$ cat src/rtl/alu_seq_pkg.sv
// Shared types for the ALU program sequencer: FSM states, instruction
// field layout and ALU op encodings.
package alu_seq_pkg;

    localparam int INSTR_W = 8;

    localparam int OP_MSB = 7;
    localparam int OP_LSB = 6;
    localparam int RK_MSB = 5;
    localparam int RK_LSB = 4;
    localparam int RI_MSB = 3;
    localparam int RI_LSB = 2;
    localparam int RJ_MSB = 1;
    localparam int RJ_LSB = 0;

    localparam logic [1:0] OP_ADD = 2'b00;
    localparam logic [1:0] OP_SUB = 2'b01;
    localparam logic [1:0] OP_AND = 2'b10;
    localparam logic [1:0] OP_OR  = 2'b11;

    typedef enum logic [1:0] {
        IDLE  = 2'b00,
        FETCH = 2'b01,
        EXEC  = 2'b10,
        DONE  = 2'b11
    } state_t;

    typedef struct packed {
        logic [1:0] op;
        logic [1:0] rk;
        logic [1:0] ri;
        logic [1:0] rj;
    } instr_t;

    function automatic instr_t decode_instr(input logic [INSTR_W-1:0] raw);
        instr_t d;
        d.op = raw[OP_MSB:OP_LSB];
        d.rk = raw[RK_MSB:RK_LSB];
        d.ri = raw[RI_MSB:RI_LSB];
        d.rj = raw[RJ_MSB:RJ_LSB];
        return d;
    endfunction

endpackage

$ cat src/rtl/alu_seq_prog_mem.sv
// Instruction store for the ALU sequencer: one write port and one
// registered read port. Contents are deliberately not reset.
module alu_seq_prog_mem
    import alu_seq_pkg::*;
#(
    parameter int PROG_DEPTH = 8,
    parameter int ADDR_W     = $clog2(PROG_DEPTH)
) (
    input  logic               clk,
    input  logic               we,
    input  logic [ADDR_W-1:0]  waddr,
    input  logic [INSTR_W-1:0] wdata,
    input  logic               re,
    input  logic [ADDR_W-1:0]  raddr,
    output logic [INSTR_W-1:0] rdata
);

    logic [INSTR_W-1:0] mem [PROG_DEPTH];

    always_ff @(posedge clk) begin
        if (we) begin
            mem[waddr] <= wdata;
        end
        if (re) begin
            rdata <= mem[raddr];
        end
    end

endmodule

$ cat src/rtl/alu_sequencer.sv
// Program sequencer for the 4x1-bit register ALU: runs the instruction store
// from address 0, one instruction per two clocks. Define SINGLE_STEP_EN to add
// the step port, which gates each FETCH->EXEC transition.
module alu_sequencer
    import alu_seq_pkg::*;
#(
    parameter int PROG_DEPTH = 8,
    parameter int ADDR_W     = $clog2(PROG_DEPTH)
) (
    input  logic               clk,
    input  logic               reset,
    input  logic               prog_we,
    input  logic [ADDR_W-1:0]  prog_addr,
    input  logic [INSTR_W-1:0] prog_data,
    input  logic               start,
    input  logic [ADDR_W:0]    len,
`ifdef SINGLE_STEP_EN
    input  logic               step,
`endif
    output logic [1:0]         sel_Ri,
    output logic [1:0]         sel_Rj,
    output logic [1:0]         sel_Rk,
    output logic [1:0]         sel_op,
    output logic               exec_en,
    output logic               busy,
    output logic               done,
    output logic [ADDR_W-1:0]  pc
);

    localparam logic [ADDR_W:0] DEPTH_LEN = (ADDR_W+1)'(PROG_DEPTH);

    state_t              state, state_next;
    logic [ADDR_W-1:0]   pc_q, pc_next;
    logic [ADDR_W:0]     len_q, len_next;
    logic [INSTR_W-1:0]  rd_data;
    instr_t              cur;
    logic                mem_we, mem_re, last_instr, fetch_go;

    logic [1:0]          sel_Ri_d, sel_Rj_d, sel_Rk_d, sel_op_d;
    logic                exec_en_d, busy_d, done_d;
    logic [ADDR_W-1:0]   pc_d;

    // The store is only writable while idle so a running program cannot change.
    assign mem_we     = (state == IDLE) && prog_we;
    assign mem_re     = (state == FETCH);
    assign last_instr = ({1'b0, pc_q} == (len_q - (ADDR_W+1)'(1)));
    assign cur        = decode_instr(rd_data);

`ifdef SINGLE_STEP_EN
    assign fetch_go = step;
`else
    assign fetch_go = 1'b1;
`endif

    alu_seq_prog_mem #(
        .PROG_DEPTH (PROG_DEPTH),
        .ADDR_W     (ADDR_W)
    ) u_prog_mem (
        .clk   (clk),
        .we    (mem_we),
        .waddr (prog_addr),
        .wdata (prog_data),
        .re    (mem_re),
        .raddr (pc_q),
        .rdata (rd_data)
    );

    always_ff @(posedge clk or negedge reset) begin
        if (!reset) begin
            state   <= IDLE;
            pc_q    <= '0;
            len_q   <= '0;
            sel_Ri  <= '0;
            sel_Rj  <= '0;
            sel_Rk  <= '0;
            sel_op  <= '0;
            exec_en <= 1'b0;
            busy    <= 1'b0;
            done    <= 1'b0;
            pc      <= '0;
        end else begin
            state   <= state_next;
            pc_q    <= pc_next;
            len_q   <= len_next;
            sel_Ri  <= sel_Ri_d;
            sel_Rj  <= sel_Rj_d;
            sel_Rk  <= sel_Rk_d;
            sel_op  <= sel_op_d;
            exec_en <= exec_en_d;
            busy    <= busy_d;
            done    <= done_d;
            pc      <= pc_d;
        end
    end

    always_comb begin
        state_next = state;
        pc_next    = pc_q;
        len_next   = len_q;
        case (state)
            IDLE: begin
                if (start) begin
                    len_next   = (len > DEPTH_LEN) ? DEPTH_LEN : len;
                    pc_next    = '0;
                    state_next = (len == '0) ? DONE : FETCH;
                end
            end
            FETCH: begin
                if (fetch_go) begin
                    state_next = EXEC;
                end
            end
            EXEC: begin
                if (last_instr) begin
                    state_next = DONE;
                end else begin
                    pc_next    = pc_q + 1'b1;
                    state_next = FETCH;
                end
            end
            DONE:    state_next = IDLE;
            default: state_next = IDLE;
        endcase
    end

    // Outputs are registered from the current state, so they trail it by one edge.
    always_comb begin
        sel_Ri_d  = sel_Ri;
        sel_Rj_d  = sel_Rj;
        sel_Rk_d  = sel_Rk;
        sel_op_d  = sel_op;
        exec_en_d = (state == EXEC);
        busy_d    = (state != IDLE);
        done_d    = (state == DONE);
        pc_d      = pc_q;
        if (state == EXEC) begin
            sel_Ri_d = cur.ri;
            sel_Rj_d = cur.rj;
            sel_Rk_d = cur.rk;
            sel_op_d = cur.op;
        end
    end

endmodule

$ cat config.mk
export PLATFORM = sky130hd
export DESIGN_NAME = alu_sequencer
export DESIGN_NICKNAME = d
export VERILOG_FILES = /design/src/rtl/alu_seq_pkg.sv /design/src/rtl/alu_seq_prog_mem.sv /design/src/rtl/alu_sequencer.sv
export SDC_FILE = /design/constraint.sdc
export NUM_CORES = 1
export LEC_CHECK = 0
export ABC_AREA = 1
export BUFFER_PORTS_ARGS = -buffer_cell sky130_fd_sc_hd__buf_2
export CAP_MARGIN = 15
export CORE_MARGIN = 2
export CORE_UTILIZATION = 35
export CTS_BUF_LIST = sky130_fd_sc_hd__clkbuf_8
export CTS_CLUSTER_DIAMETER = 30
export DETAILED_ROUTE_END_ITERATION = 10
export HOLD_SLACK_MARGIN = 0.06
export MAX_ROUTING_LAYER = met4
export SETUP_SLACK_MARGIN = 0.5
export SLEW_MARGIN = 15
export SYNTH_ARGS = -nofsm -noshare
export SYNTH_HDL_FRONTEND = slang
export SYNTH_SLANG_ARGS = --single-unit
$ cat constraint.sdc
create_clock -name clk -period 2.3 [get_ports clk]
set_clock_uncertainty 0.05 [all_clocks]
set_input_delay 0 -clock clk [delete_from_list [all_inputs] [get_ports clk]]
set_output_delay 0 -clock clk [all_outputs]
set_load 0.03 [all_outputs]
=== After elaboration in Yosys (flattened, before gate mapping) ===
Memories as Yosys holds them, arrays and structs flattened. A register that Yosys moved wholly into a read port is not among the register bits.
Cells that the tools add are included.

* Bits in registers: 23
* Memory bits (writable): 64
* Bits of input ports: 19
* Output and inout bits: 14
* Word-level logic and storage cells: 38
* Memories kept: 1

* Add/subtract/negate cells: 2
* Order comparisons: 1
* Eq/ne operators: 6
* Muxes and demuxes: 10
* Reductions and logical operators: 7

{| class="wikitable"
|+ Memories
! memory !! depth !! width !! rd ports !! clocked after Yosys merged registers in !! wr ports !! RTL line !! RTL
|-
| u_prog_mem.mem || 8 || 8 || 1 || 1 || 1 || alu_seq_prog_mem.sv:18 || <nowiki>logic [INSTR_W-1:0] mem [PROG_DEPTH];</nowiki>
|}

{| class="wikitable"
|+ Operator list
! operator !! number
|-
| 2-bit case mux with 4 select lines || 1
|-
| 2-bit 2-to-1 mux || 3
|-
| 3-bit 2-to-1 mux || 2
|-
| 3-bit case mux with 2 select lines || 1
|-
| 2-bit equality test (second input constant) || 2
|-
| 3-bit by 4-bit equality test with 1-bit output || 1
|-
| 4-bit > comparator (second input constant) || 1
|-
| 4-bit zero test || 1
|-
| 4-bit 2-to-1 mux || 1
|-
| 2-bit != test (second input constant) || 2
|-
| 2-bit nonzero test || 2
|-
| 4-bit by 1-bit subtractor with 4-bit output (second input constant) || 1
|-
| 3-bit by 1-bit adder with 3-bit output (second input constant) || 1
|-
| 3-bit AND reduction || 1
|-
| 2-bit by 1-bit equality test with 1-bit output (second input constant) || 1
|-
| 2-bit zero test || 1
|-
| 1-bit 2-to-1 mux || 2
|-
| 2-bit AND reduction || 1
|-
| 1-bit logical AND || 1
|}

=== Depth between registers and ports, before layout ===
Gate-level depths: netlist (run 1).

* Word-level depth: 4
* Depth in mapped cells: 10

=== Hierarchy ===
Synthesis (run 1) repeated with hierarchy kept, for this count alone.

* Cells, all modules: 418
* Area, all modules: 4121.5 um^2

{| class="wikitable"
|+ By module, submodules not included
! module !! times used !! cells an instance !! area an instance (um^2) !! sequential area each (um^2)
|-
| alu_seq_prog_mem || 1 || 303 || 3130.5 || 2162.1
|-
| alu_sequencer || 1 || 115 || 991.0 || 575.6
|}

=== Least setup slack after synthesis (run 1) ===
No wires, ideal clock.

* Kind: register to register
* Start point: register state[0]
* End point: memory u_prog_mem.mem[6][0] (enable)
* Data arrival time: 1243 ps
* Required time: 1880 ps
* Slack: 636 ps
* Cell stages (with the launch flop): 6
* Clock period less this slack: 1664 ps
* Cell sequence: dfrtp_1 > nor2_2 > inv_2 > nor2_1 > nand2_1 > nor2_1

* Longest elaborated chain between the ends: 4

{| class="wikitable"
|+ RTL lines
! what !! RTL line !! RTL
|-
| from (decl) || alu_sequencer.sv:32 || <nowiki>state_t state, state_next;</nowiki>
|-
| from (signal assigned) || alu_sequencer.sv:82 || <nowiki>state <= state_next;</nowiki>
|-
| 2-bit zero test || alu_sequencer.sv:44 || <nowiki>assign mem_we = (state == IDLE) && prog_we;</nowiki>
|-
| 1-bit logical AND || alu_sequencer.sv:44 ||
|-
| 1-bit 2-to-1 mux || alu_seq_prog_mem.sv:21 || <nowiki>if (we) begin</nowiki>
|-
| 1-bit 2-to-1 mux (implied by the code) || alu_seq_prog_mem.sv:22 || <nowiki>mem[waddr] <= wdata;</nowiki>
|-
| to (decl) || alu_seq_prog_mem.sv:18 ||
|}

Every way passes these cells.

=== Final worst setup path (run 1) ===
* Start point: register state[0]
* End point: register len_q[1]

* Longest elaborated chain between the ends: 2

{| class="wikitable"
|+ RTL lines
! what !! RTL line !! RTL
|-
| 2-bit zero test || alu_sequencer.sv:100 || <nowiki>case (state)</nowiki>
|-
| 2-bit AND reduction (no source line) || n/a ||
|-
| to (signal assigned) || alu_sequencer.sv:84 || <nowiki>len_q <= len_next;</nowiki>
|-
| to (decl) || alu_sequencer.sv:34 || <nowiki>logic [ADDR_W:0] len_q, len_next;</nowiki>
|}

Every way passes these cells.
A chain may end at the register's enable or synchronous reset.

==> results.json, run 1 <==
{
  "clk_latency_ns": 0.37,
  "worst_r2r_path_depth": 6,
  "leakage_nw": 1.78,
  "critPathKind": "reg -> reg",
  "synth_cells": 335,
  "final_nets": 409,
  "fin_crit_sh_pct": 75.5,
  "chipWidth_um": 108,
  "max_freq_mhz": 576,
  "root_buffer": "clkbuf_8",
  "max-cap-violations": 0,
  "seq_area_frac_synth_pct": 72.1,
  "first_iter_violations": 226,
  "fin_hold_ws_ns": 0.0760,
  "postRouteAntennaNets": 0,
  "initial_utilization_pct": 35.5,
  "cts.sinks": 95,
  "synth_seq_cells": 95,
  "place_ws_ns": 0.353,
  "drcViolationCount": 0,
  "cts_tree": "yes",
  "cp_num_buf_inv": 1,
  "slowest_stage": "dlygate4sd3_1",
  "antenna_found_initial": 0,
  "cp_data_arrival_time_ns": 1.99,
  "gp_congestion": 0.867,
  "ioPinCount": 33,
  "drtPass1Iterations": 5,
  "power_mw": 4.89,
  "final_hold_viol_count": 0,
  "hold_class": "in -> reg",
  "cp-end-kind": "flip-flop",
  "grt_use_total_pct": 15.0,
  "slew_headroom_pct": 51.2,
  "final_cells": 533,
  "finalMaxSlewViolations": 0,
  "setup_viol": 0,
  "via_per_inst": 4.74,
  "fin_tns_setup_ns": 0,
  "critPathTopFamily": "buffers and inverters",
  "core_sq_mm": 0.0107,
  "synth_top_area_share_pct": 57.0,
  "cp.depth": 6,
  "ir_drop_mv": 0.380,
  "synth_area_leaders": "edfxtp_1 57%, dfrtp_1 15%, nand2_1 7.4%",
  "status": "finished clean",
  "cts_made_buffers": 9,
  "setup_ws_ns": 0.564,
  "path_cells": "nor2_2 > nand2_1 > nor2_2 > nand2_1 > o21ai_0 > dlygate4sd3_1",
  "cts_max_level": 3,
  "drive_gt1_share_pct": 19.3,
  "grt_pass1_vias": 2414,
  "netlist_area_sq_mm": 0.00380,
  "synth_cell_types": 21,
  "yosysTopAreaCell": "edfxtp_1",
  "area_growth_pct": 18.0,
  "critPathRequiredTime_ns": 2.55,
  "min_period_ns": 1.74,
  "portBuffers": 32,
  "grt_max_degree": 36,
  "max_stage_delay_ns": 0.57,
  "fin_area_sq_mm": 0.00448,
  "power_per_cell_area_mw_per_mm2": 1090,
  "hold_depth": 3,
  "overflow": 0,
  "postCtsSetupBuffers": 0,
  "worst-r2r-setup-slack_ns": 0.56,
  "dp_cells": 502,
  "vias": 2524,
  "synth_warnings": 0,
  "synthesis.nets": 356,
  "critPathMaxFanout": 5,
  "clk_pin_slew_ns": 0.10,
  "syn_avg_cell_area_sq_um": 11.3,
  "rows": 38,
  "rsz0062_at_grt": "true",
  "worstMarginPinSlew_ns": 0.729,
  "die_h_um": 108,
  "num_antenna_cells": 0,
  "wl_per_cell_um": 14.8,
  "cts.path.max_buffers": 2,
  "final_core_util_pct": 41.9,
  "routed_wirelength_mm": 7.87,
  "place_area_sq_mm": 0.00412,
  "grt_pass1_wl_mm": 12.7,
  "start_kind": "flip-flop",
  "dieArea_sq_mm": 0.0117,
  "place_hpwl_mm": 5.21
}
## path summary, 6_finish.rpt
| path | from | to |
|---|---|---|
| max in group asynchronous | reset | pc_d[2]$_DFFE_PN0P_ |
| min in group asynchronous | reset | state[0]$_DFFE_PN0P_ |
| worst max-delay path | state[0]$_DFFE_PN0P_ | len_q[1]$_DFFE_PN0P_ |
| worst min-delay path | prog_addr[2] | u_prog_mem.mem[7][4]$_DFFE_PP_ |
| worst min register to register | pc_d[1]$_DFFE_PN0P_ | pc[1]$_DFF_PN0_ |
| worst max register to register | state[0]$_DFFE_PN0P_ | len_q[1]$_DFFE_PN0P_ |
## sequential cells by signal, summed over array words and instances (netlist names)
name	flops
sel_Ri	2
sel_Rk	2
u_prog_mem.rdata	8
exec_en	1
pc	3
len_q	4
busy	1
sel_op	2
state	2
u_prog_mem.mem	64
sel_Rj	2
done	1
pc_d	3
## cell families (layout without fill, tap and decap cells)
group	count (synthesis)	in the layout	share of synthesized area (%)
adder cells (fa/ha/maj)	2	2	0.659
XOR/XNOR	2	2	0.462
AND/OR/NAND/NOR	152	152	16.1
flip-flops	95	95	72.1
AO/OA/AOI/OAI	54	54	7.15
buffers and inverters	30	88	3.53
## synthesized netlist by cell type, drive strengths merged
library cell and instances:
dfrtp 23, nand3 8, a31oi 1, clkinv 1
ha 2, o21ai 51, a21oi 2, nor2 68
xnor2 2, buf 12, clkbuf 1, edfxtp 72
nand2 76, inv 16
## power by group
| group | total, mW | leakage [nW] | internal (mW) | switching (mW) |
|---|---|---|---|---|
| sequential | 2.29 | 0.944 | 2.17 | 0.126 |
| clock | 1.05 | 0.0909 | 0.415 | 0.631 |
| combinational | 1.56 | 0.743 | 0.468 | 1.09 |
## worst register-to-register path, stage by stage, from the launching register on
cell	delay (ns)
dfrtp_2	0.47
nor2_2	0.18
nand2_1	0.12
nor2_2	0.15
nand2_1	0.08
o21ai_0	0.07
dlygate4sd3_1	0.57
## per-layer routing
metal / track usage (%) / up-vias / wire length [um]
met5: - / - / 0
met2: 23.9 / 88 / 3690
met4: 5.77 / 0 / 119
met1: 19.6 / 1195 / 3630
met3: 2.05 / 9 / 435
li1: - / 1232 / -
## repair_timing
action | 4_1_cts | 5_1_grt
hold endpoints to repair | 93 | 0
setup endpoints to repair | 16 | 39
pin swaps | 0 | 0
hold buffers | 15 | 0
gates resized for setup | 2 | 6
## layout make-up
| type | instances | area [sq um] |
|---|---|---|
| fill | 1019 | 6220 |
| sequential | 95 | 2740 |
| multi-input combinational | 210 | 937 |
| timing repair buffer | 55 | 370 |
| tap | 140 | 175 |
| clock buffer | 9 | 124 |
| inverter | 17 | 67.6 |
| clock inverter | 7 | 65.1 |
## cell usage in the layout, fill, tap and decap left out, drive strengths merged
cell type | Yosys | final
a21oi | 2 | 2
a31oi | 1 | 1
buf | 12 | 40
clkbuf | 1 | 9
clkinv | 1 | 2
clkinvlp | 0 | 3
dfrtp | 23 | 23
dlygate4sd3 | 0 | 15
edfxtp | 72 | 72
ha | 2 | 2
inv | 16 | 19
nand2 | 76 | 76
nand3 | 8 | 8
nor2 | 68 | 68
o21ai | 51 | 51
xnor2 | 2 | 2
Note: power is estimated with default switching activity, not from simulation.
==> inputs of run 2 (changes only) <==
==> constraint.sdc (replaced) <==
create_clock -name clk -period 1.5 [get_ports clk]
set_clock_uncertainty 0.05 [all_clocks]
set_input_delay 0 -clock clk [delete_from_list [all_inputs] [get_ports clk]]
set_output_delay 0 -clock clk [all_outputs]
set_load 0.03 [all_outputs]
==> run 2 against run 1 <==
Fmax grew 16%. Power grew 83%. Non-clock buffer count grew 17. Setup slack lost 0.56 ns. Combinational power grew 150%.
==> results.json, run 2 (synthesis results as in run 1) <==
{
  "place_ws_ns": -0.0113,
  "core_sq_mm": 0.0107,
  "cts_made_buffers": 9,
  "p_int_mw": 5.54,
  "die_h_um": 108,
  "cts.path.max_buffers": 2,
  "dieArea_sq_mm": 0.0117,
  "largest_reg_flops": 64,
  "slew_headroom_pct": 64.6,
  "reg_top3": "u_prog_mem.mem x64, u_prog_mem.rdata x8, len_q x4",
  "drtPass1Iterations": 4,
  "critPathMaxFanout": 8,
  "grt_use_total_pct": 16.2,
  "via_per_inst": 4.75,
  "finalMaxSlewViolations": 0,
  "status": "finished clean",
  "fin_hold_ws_ns": 0.111,
  "max-cap-violations": 0,
  "fin_crit_sh_pct": 99.5,
  "clk_pin_slew_ns": 0.10,
  "rows": 38,
  "clk_latency_ns": 0.36,
  "start_kind": "flip-flop",
  "dp_cells": 507,
  "setup_ws_ns": 0.00755,
  "combPwrFrac_pct": 43.5,
  "power_mw": 8.93,
  "max_freq_mhz": 670,
  "portBuffers": 32,
  "grt_pass1_vias": 2623,
  "pwr-share-clk_pct": 16.8,
  "seq_power_share_pct": 39.7,
  "min_period_ns": 1.49,
  "cp_data_arrival_time_ns": 1.48,
  "regMostFlops": "u_prog_mem.mem",
  "grt_pass1_wl_mm": 13.7,
  "root_buffer": "clkbuf_8",
  "setup_viol": 0,
  "cts_tree": "yes",
  "place_hpwl_mm": 5.36,
  "layout_common_cells": "72 x edfxtp_1, 63 x nand2_1, 45 x nor2_1",
  "initial_utilization_pct": 35.5,
  "first_iter_violations": 121,
  "power_per_cell_area_mw_per_mm2": 1760,
  "worstMarginPinSlew_ns": 0.531,
  "fillerInstances": 959,
  "drive_gt1_share_pct": 36.6,
  "area_growth_pct": 33.8,
  "ioPinCount": 33,
  "ir_drop_mv": 0.817,
  "hold_class": "in -> async",
  "critPathRequiredTime_ns": 1.49,
  "drcViolationCount": 0,
  "vias": 2612,
  "power_switching_mw": 3.40,
  "swShare_pct": 38.0,
  "cts.sinks": 95,
  "overflow": 0,
  "worst_r2r_path_depth": 5,
  "num_antenna_cells": 0,
  "final_hold_viol_count": 0,
  "cp-end-kind": "flip-flop",
  "chipWidth_um": 108,
  "antenna_found_initial": 0,
  "final_core_util_pct": 47.5,
  "routed_wirelength_mm": 8.55,
  "rsz0062_at_grt": "true",
  "layout_commonest_cell": "edfxtp_1",
  "grt_max_degree": 37,
  "postRouteAntennaNets": 0,
  "gp_congestion": 0.787,
  "critPathKind": "reg -> reg",
  "wl_per_cell_um": 15.5,
  "final_cells": 550,
  "leakage_nw": 1.97,
  "final_nets": 426,
  "cts_max_level": 3
}
==> run 2: power by group through the flow <==
stage,Clock (mW),Combinational [mW],Sequential (mW)
after floorplan,0,1.67,3.87
after global placement,0,2.74,3.56
after detailed placement,0,2.77,3.56
after CTS,1.52,3.57,3.52
after global routing,1.64,4.23,3.60
final,1.50,3.89,3.54
==> run 2: cell type report <==
type,count,area (sq um),share of cell area [%]
sequential,95,2740,53.9
multi-input combinational,210,1270,24.9
clock inverter,7,47.5,0.936
timing repair buffer,72,651,12.8
clock buffer,9,124,2.44
tap,140,175,3.45
inverter,17,76.3,1.50
==> run 2: metal layers <==
layer	wire length, um	part of all wire [%]	track usage (%)
met1	3950	46	21.2
met4	193	2.3	6.14
met3	278	3.3	2.17
met2	4130	48	26.1
met5	0	0	-
==> run 2: worst max-delay path, cell delays in order (launching register included) <==
cell,delay [ns]
dfrtp_2,0.44
nor2_4,0.10
inv_2,0.05
nor2_4,0.15
nand2_4,0.12
nor2_4,0.26
==> run 2: worst paths after layout <==
path / end / from / slack (ns)
max: u_prog_mem.mem[3][5]$_DFFE_PP_ / state[0]$_DFFE_PN0P_ / 0.008
min: state[0]$_DFFE_PN0P_ / reset / 0.11
max reg2reg: u_prog_mem.mem[3][5]$_DFFE_PP_ / state[0]$_DFFE_PN0P_ / 0.008
min reg2reg: sel_Ri[0]$_DFFE_PN0P_ / u_prog_mem.rdata[2]$_DFFE_PP_ / 0.42
max in group asynchronous: pc_d[0]$_DFFE_PN0P_ / reset / 0.90
min in group clk: u_prog_mem.mem[1][4]$_DFFE_PP_ / prog_addr[0] / 0.12
==> run 2: timing repair <==
item	CTS	global route
endpoints found under the setup margin	97	101
pin swaps	28	7
hold buffers	14	0
hold endpoints to repair	94	0
resized for setup	65	36
cloned	4	0
setup buffers	5	4
==> run 2: per-stage QoR <==
step	instance area, sq um	setup TNS [ns]
6_report	5080	0
5_1_grt	5080	-2.70
2_1_floorplan	3930	0
3_3_place_gp	4300	0
4_1_cts	4960	-0.0821
3_5_place_dp	4300	-0.252
